$ cat src/rtl/icache_ctrl_if.sv
// CPU-fetch and line-refill signals of the instruction cache controller.
// ICACHE_STATS_EN adds the hit/miss counter outputs.
interface icache_ctrl_if;
    logic         cpu_req;
    logic [31:0]  cpu_addr;
    logic         inv;
    logic [31:0]  cpu_instr;
    logic         stall;
    logic         mem_req;
    logic [31:0]  mem_addr;
    logic         mem_ack;
    logic [127:0] mem_data;
    logic         err;
`ifdef ICACHE_STATS_EN
    logic [31:0]  hit_cnt;
    logic [31:0]  miss_cnt;
`endif

    modport slave (
        input  cpu_req, cpu_addr, inv, mem_ack, mem_data,
`ifdef ICACHE_STATS_EN
        output hit_cnt, miss_cnt,
`endif
        output cpu_instr, stall, mem_req, mem_addr, err
    );

    modport master (
        output cpu_req, cpu_addr, inv, mem_ack, mem_data,
`ifdef ICACHE_STATS_EN
        input  hit_cnt, miss_cnt,
`endif
        input  cpu_instr, stall, mem_req, mem_addr, err
    );
endinterface

$ cat src/rtl/icache_ctrl.sv
// Direct-mapped instruction cache controller with single-line refill and refill timeout.
// Optional hit/miss statistics counters are enabled by defining ICACHE_STATS_EN.
//
// state | meaning
// IDLE  | serve hits combinationally, detect misses
// REQ   | refill request outstanding for miss_addr, waiting for mem_ack
// FILL  | write captured line, tag and valid into the indexed line
module icache_ctrl #(
    parameter int         LINES       = 16,
    parameter logic [7:0] MEM_LAT_MAX = 8'd255
) (
    input logic         clk,
    input logic         rst_n,
    icache_ctrl_if.slave bus
);
    localparam int IDX_W = $clog2(LINES);
    localparam int TAG_W = 28 - IDX_W;

    typedef enum logic [1:0] {IDLE, REQ, FILL} state_t;

    state_t             state, state_nxt;
    logic [LINES-1:0]   valid;
    logic [TAG_W-1:0]   tag_mem [LINES];
    logic [127:0]       data_mem [LINES];
    logic [127:0]       line_buf;
    logic [31:0]        miss_addr;
    logic [7:0]         tmo_cnt;
    logic               err_q;

    logic [IDX_W-1:0]   cpu_idx, fill_idx;
    logic [TAG_W-1:0]   cpu_tag, fill_tag;
    logic [1:0]         cpu_off;
    logic [127:0]       cpu_line;
    logic               hit;
    logic               miss_start;
    logic               unused_bits;

    assign cpu_idx     = bus.cpu_addr[4 +: IDX_W];
    assign cpu_tag     = bus.cpu_addr[31 -: TAG_W];
    assign cpu_off     = bus.cpu_addr[3:2];
    assign fill_idx    = miss_addr[4 +: IDX_W];
    assign fill_tag    = miss_addr[31 -: TAG_W];
    assign unused_bits = ^bus.cpu_addr[1:0];

    assign cpu_line = data_mem[cpu_idx];
    assign hit      = bus.cpu_req && (state == IDLE) && valid[cpu_idx]
                      && (tag_mem[cpu_idx] == cpu_tag);

    assign bus.cpu_instr = hit ? cpu_line[{cpu_off, 5'b0} +: 32] : 32'h0;
    assign bus.stall     = bus.cpu_req && (!hit || (state != IDLE));
    assign bus.mem_req   = (state == REQ);
    assign bus.mem_addr  = (state == REQ) ? miss_addr : 32'h0;
    assign bus.err       = err_q;

    assign miss_start = (state == IDLE) && (state_nxt == REQ);

    always_comb begin
        state_nxt = state;
        unique case (state)
            IDLE:    if (bus.cpu_req && !hit) state_nxt = REQ;
            REQ:     if (bus.mem_ack) state_nxt = FILL;
            FILL:    state_nxt = IDLE;
            default: state_nxt = IDLE;
        endcase
    end

    always_ff @(posedge clk or negedge rst_n) begin
        if (!rst_n) begin
            state     <= IDLE;
            valid     <= '0;
            miss_addr <= '0;
            tmo_cnt   <= '0;
            err_q     <= 1'b0;
        end else begin
            state <= state_nxt;
            if (miss_start) begin
                miss_addr <= {bus.cpu_addr[31:4], 4'b0};
                tmo_cnt   <= '0;
            end
            // Timeout only flags; the refill stays outstanding until acked.
            if ((state == REQ) && !bus.mem_ack) begin
                if (tmo_cnt != MEM_LAT_MAX) tmo_cnt <= tmo_cnt + 8'd1;
                if (tmo_cnt == MEM_LAT_MAX - 8'd1) err_q <= 1'b1;
            end
            // Invalidate wins over a coincident fill.
            if (bus.inv)
                valid <= '0;
            else if (state == FILL)
                valid[fill_idx] <= 1'b1;
        end
    end

    always_ff @(posedge clk) begin
        if ((state == REQ) && bus.mem_ack) line_buf <= bus.mem_data;
        if (state == FILL) begin
            data_mem[fill_idx] <= line_buf;
            tag_mem[fill_idx]  <= fill_tag;
        end
    end

`ifdef ICACHE_STATS_EN
    logic [31:0] hit_cnt_q, miss_cnt_q;

    always_ff @(posedge clk or negedge rst_n) begin
        if (!rst_n) begin
            hit_cnt_q  <= '0;
            miss_cnt_q <= '0;
        end else begin
            if (hit)        hit_cnt_q  <= hit_cnt_q + 32'd1;
            if (miss_start) miss_cnt_q <= miss_cnt_q + 32'd1;
        end
    end

    assign bus.hit_cnt  = hit_cnt_q;
    assign bus.miss_cnt = miss_cnt_q;
`endif
endmodule

$ cat src/flat_wrapper.sv
// flat-port wrapper written by rule: the top's interface ports become plain ports
module icache_ctrl_flat 
#(
    parameter int         LINES       = 16,
    parameter logic [7:0] MEM_LAT_MAX = 8'd255
)
  (clk, rst_n, bus_cpu_req, bus_cpu_addr, bus_inv, bus_mem_ack, bus_mem_data, bus_cpu_instr, bus_stall, bus_mem_req, bus_mem_addr, bus_err);
  icache_ctrl_if bus_i ();
  input logic clk;
  input logic rst_n;
  input wire logic [$bits(bus_i.cpu_req)-1:0] bus_cpu_req;
  input wire logic [$bits(bus_i.cpu_addr)-1:0] bus_cpu_addr;
  input wire logic [$bits(bus_i.inv)-1:0] bus_inv;
  input wire logic [$bits(bus_i.mem_ack)-1:0] bus_mem_ack;
  input wire logic [$bits(bus_i.mem_data)-1:0] bus_mem_data;
  output wire logic [$bits(bus_i.cpu_instr)-1:0] bus_cpu_instr;
  output wire logic [$bits(bus_i.stall)-1:0] bus_stall;
  output wire logic [$bits(bus_i.mem_req)-1:0] bus_mem_req;
  output wire logic [$bits(bus_i.mem_addr)-1:0] bus_mem_addr;
  output wire logic [$bits(bus_i.err)-1:0] bus_err;
  assign bus_i.cpu_req = bus_cpu_req;
  assign bus_i.cpu_addr = bus_cpu_addr;
  assign bus_i.inv = bus_inv;
  assign bus_i.mem_ack = bus_mem_ack;
  assign bus_i.mem_data = bus_mem_data;
  assign bus_cpu_instr = bus_i.cpu_instr;
  assign bus_stall = bus_i.stall;
  assign bus_mem_req = bus_i.mem_req;
  assign bus_mem_addr = bus_i.mem_addr;
  assign bus_err = bus_i.err;
  icache_ctrl #(.LINES(LINES), .MEM_LAT_MAX(MEM_LAT_MAX)) u_core (.clk(clk), .rst_n(rst_n), .bus(bus_i));
endmodule
$ cat config.mk
export PLATFORM = sky130hd
export DESIGN_NAME = icache_ctrl_flat
export DESIGN_NICKNAME = d
export VERILOG_FILES = /design/src/rtl/icache_ctrl_if.sv /design/src/rtl/icache_ctrl.sv /design/src/flat_wrapper.sv
export SDC_FILE = /design/constraint.sdc
export NUM_CORES = 2
export LEC_CHECK = 0
export CAP_MARGIN = 5
export CORE_MARGIN = 2
export CORE_UTILIZATION = 26
export CTS_CLUSTER_DIAMETER = 100
export DETAILED_ROUTE_END_ITERATION = 6
export PLACE_DENSITY_LB_ADDON = 0.08
export SLEW_MARGIN = 20
export SYNTH_ARGS = -nofsm -noshare
export SYNTH_HDL_FRONTEND = slang
export SYNTH_SLANG_ARGS = --single-unit
$ cat constraint.sdc
create_clock -name clk -period 21.9 [get_ports clk]
set_clock_uncertainty 0.1 [all_clocks]
set_input_delay 4.38 -clock clk [delete_from_list [all_inputs] [get_ports clk]]
set_output_delay 4.38 -clock clk [all_outputs]
set_load 0.1 [all_outputs]
==> results.yml <==
placed_design:
  placed_area_um2: 108000
  port_buffers: 225
  dpl.hpwl_um: 148000
  globalplace.congestion: 0.675
  dp.cells: 9174
global_route:
  track_usage: 0.148
  antenna_found_initial: 22
  grt_max_degree: 84
  grt_pass1_wl_um: 402000
  grt_pass1_vias: 47900
  overflow: 0
yosys:
  yosys-top-cells-count: "2,560 x edfxtp_1, 737 x mux4_2, 117 x buf_2"
  ys.flop_type: "edfxtp_1"
  syn_area_um2: 99300
  avgSynthCellArea_um2: 24.6
  yosysWarnings: 0
  synth-edff-count: 2560
  synth_area_leader_cell: "edfxtp_1"
  async_flop_share: 0.0210
  synth_cell_type_count: 62
  ys_seq_area_frac: 0.788
  synth_most_common_cell: "edfxtp_1"
  synth_top_cell_area_share: 0.774
  synth.area.top_cells: "edfxtp_1 77%, mux4_2 17%, dfrtp_1 1.4%, mux2i_1 0.60%, buf_2 0.59%"
  postSynthCellCount: 4029
  ys_ff_latch: 2615
hold_path:
  hp-class: "flip-flop to flip-flop"
  hold_depth: 1
worst_setup_path:
  crit_top_cell: "buf_4"
  start_kind: "input pin"
  slowest_stage: "clkdlybuf4s50_1"
  slowest_delay_ns: 1.31
  cp_max_fo: 46
  end_kind: "primary output"
  worstPathArrival_ns: 11.10
  worstPathCellList: "buf_8 > buf_4 > buf_4 > mux4_2 > mux2i_1 > xnor2_1 > o31ai_1 > and3_1 > nand4_4 > buf_4 > buf_4 > a311oi_1 > clkdlybuf4s50_1"
  critPathKind: "input pin to primary output"
  crit_required_ns: 17.42
  r2r_cells: 10
floorplanning:
  die-height_um: 622
  num_rows: 226
  ios: 232
  core_area_um2: 379000
  dieArea_um2: 387000
  die_width_um: 622
  start_util: 0.262
routing:
  wl_per_cell_um: 29.7
  top_layer: "met5"
  wl_met3_um: 11600
  dr.pass1.iters: 5
  drc: 0
  via_count: 44400
  drt-met1-wl_um: 131000
  wl_um: 289000
  drt-initial-drc-count: 3516
  antenna_left: 0
  met2WireLength_um: 140000
  viasPerCell: 4.57
power:
  p_per_area_nw_per_um2: 100
  peakVddDrop_uv: 51.8
  p_leak_nw: 36.0
run:
  cap_viol_max_count: 0
finish:
  drive_gt1_frac: 0.282
  fin_cells: 9730
  final_area_um2: 117000
  area_delta_synth_final_pct: 18.3
  num-nets-final: 4636
  fin_util: 0.309
cts:
  cts_max_level: 5
  root_buffer: "clkbuf_16"
  cts_buffers: 308
  clockBufferDepth: 4
  clk_pin_slew_ns: 0.06
  cts_resized: 0
  post_cts_buffers: 0
  cts_sinks: 2615
  holdBufCountCts: 0
  cts_tree: "built"
  worstSkewPairLatency_ns: 0.88
sta:
  relSlewSlack: 0.237
  tns_ns: 0
  worst_pin_slew_ns: 1.14
  period_needed_ns: 15.58
  slew_viol_final: 0
  fin_crit_sh: 0.711
  hold_viol: 0
  rsz0062_at_grt: "false"
  setup_violations: 0
  whs_ns: 0.374
  fmax_mhz: 64.2
run_status:
  status: "finished, final reports clean"
cell type report:
cell class              count  area (µm²)
diodes                      5        12.5
flip-flops and latches   2615       78300
multi-input cells        1204       20100
fillers                 36300      262000
clock buffers             402        8400
inverters                   5        26.3
clock inverters           148        1110
well taps                5016        6280
repair buffers            335        3270
worst max-delay path: cells and delay by family:
| family | cells | cell delay [ns] |
|---|---|---|
| xor+xnor | 1 | 0.22 |
| buf+inv | 6 | 3.99 |
| mux | 2 | 0.60 |
| compound gates | 2 | 1.16 |
| simple gates | 2 | 0.55 |
cells in the final DEF, fill, tap and decap left out, types with 17 or more instances in the layout:
master / count
clkbuf_1: 76
clkinv_2: 66
nand2_1: 46
nor2b_1: 27
clkdlybuf4s50_1: 218
clkinv_1: 57
and2_1: 43
mux2_2: 17
mux2_1: 23
buf_4: 98
xor2_1: 18
nor2_1: 52
mux4_2: 737
clkbuf_16: 322
edfxtp_1: 2560
a211oi_1: 34
dfrtp_1: 55
mux2i_1: 60
flip-flops by register name (all words and copies together) (netlist names):
| signal | cells |
|---|---|
| u_core.tag_mem | 384 |
| u_core.valid | 16 |
| u_core.line_buf | 128 |
| u_core.miss_addr | 28 |
| u_core.state | 2 |
| u_core.data_mem | 2048 |
| u_core.bus.err | 1 |
| u_core.tmo_cnt | 8 |
per-layer routing:
metal / track usage / vias to the layer above
met3: 0.0217 / 374
met2: 0.244 / 994
met1: 0.205 / 24800
li1: - / 18300
met5: 0 / -
met4: 0.0341 / 4
power breakdown:
| group | switching, mW | internal, mW |
|---|---|---|
| sequential | 0.231 | 5.82 |
| clock | 2.04 | 2.88 |
| combinational | 0.518 | 0.280 |
logic make-up after synthesis:
| kind of cell | after synthesis | synth area share |
|---|---|---|
| muxes | 837 | 0.178 |
| and+or+nand+nor | 223 | 0.0116 |
| adders and majority gates | 2 | 0.000252 |
| other | 1 | 0.0000378 |
| AOI/OAI and AO/OA | 105 | 0.00829 |
| xor gates and xnor gates | 33 | 0.00291 |
| buffers and inverters | 213 | 0.0110 |
| DFF | 2615 | 0.788 |
final timing paths:
kind                                        startpoint                    to  slack, ns
worst max register to register  u_core.tag_mem[15][23]  u_core.miss_addr[26]      17.53
worst min register to register          u_core.bus.err        u_core.bus.err       0.37
max in group asynchronous                        rst_n  u_core.miss_addr[16]      17.52
min in group asynchronous                        rst_n   u_core.miss_addr[5]       3.53
worst min-delay path                    u_core.bus.err        u_core.bus.err       0.37
worst max-delay path                   bus_cpu_addr[6]     bus_cpu_instr[16]       6.32
stage by stage:
step           power [mW]  worst slack (ns)
2_1_floorplan        6.58              8.47
5_1_grt              12.2              5.80
3_5_place_dp         6.99              5.91
4_1_cts              12.0              5.90
3_3_place_gp         6.98              5.85
6_report             11.8              6.32
No activity file was read; power rests on OpenSTA's default activity.
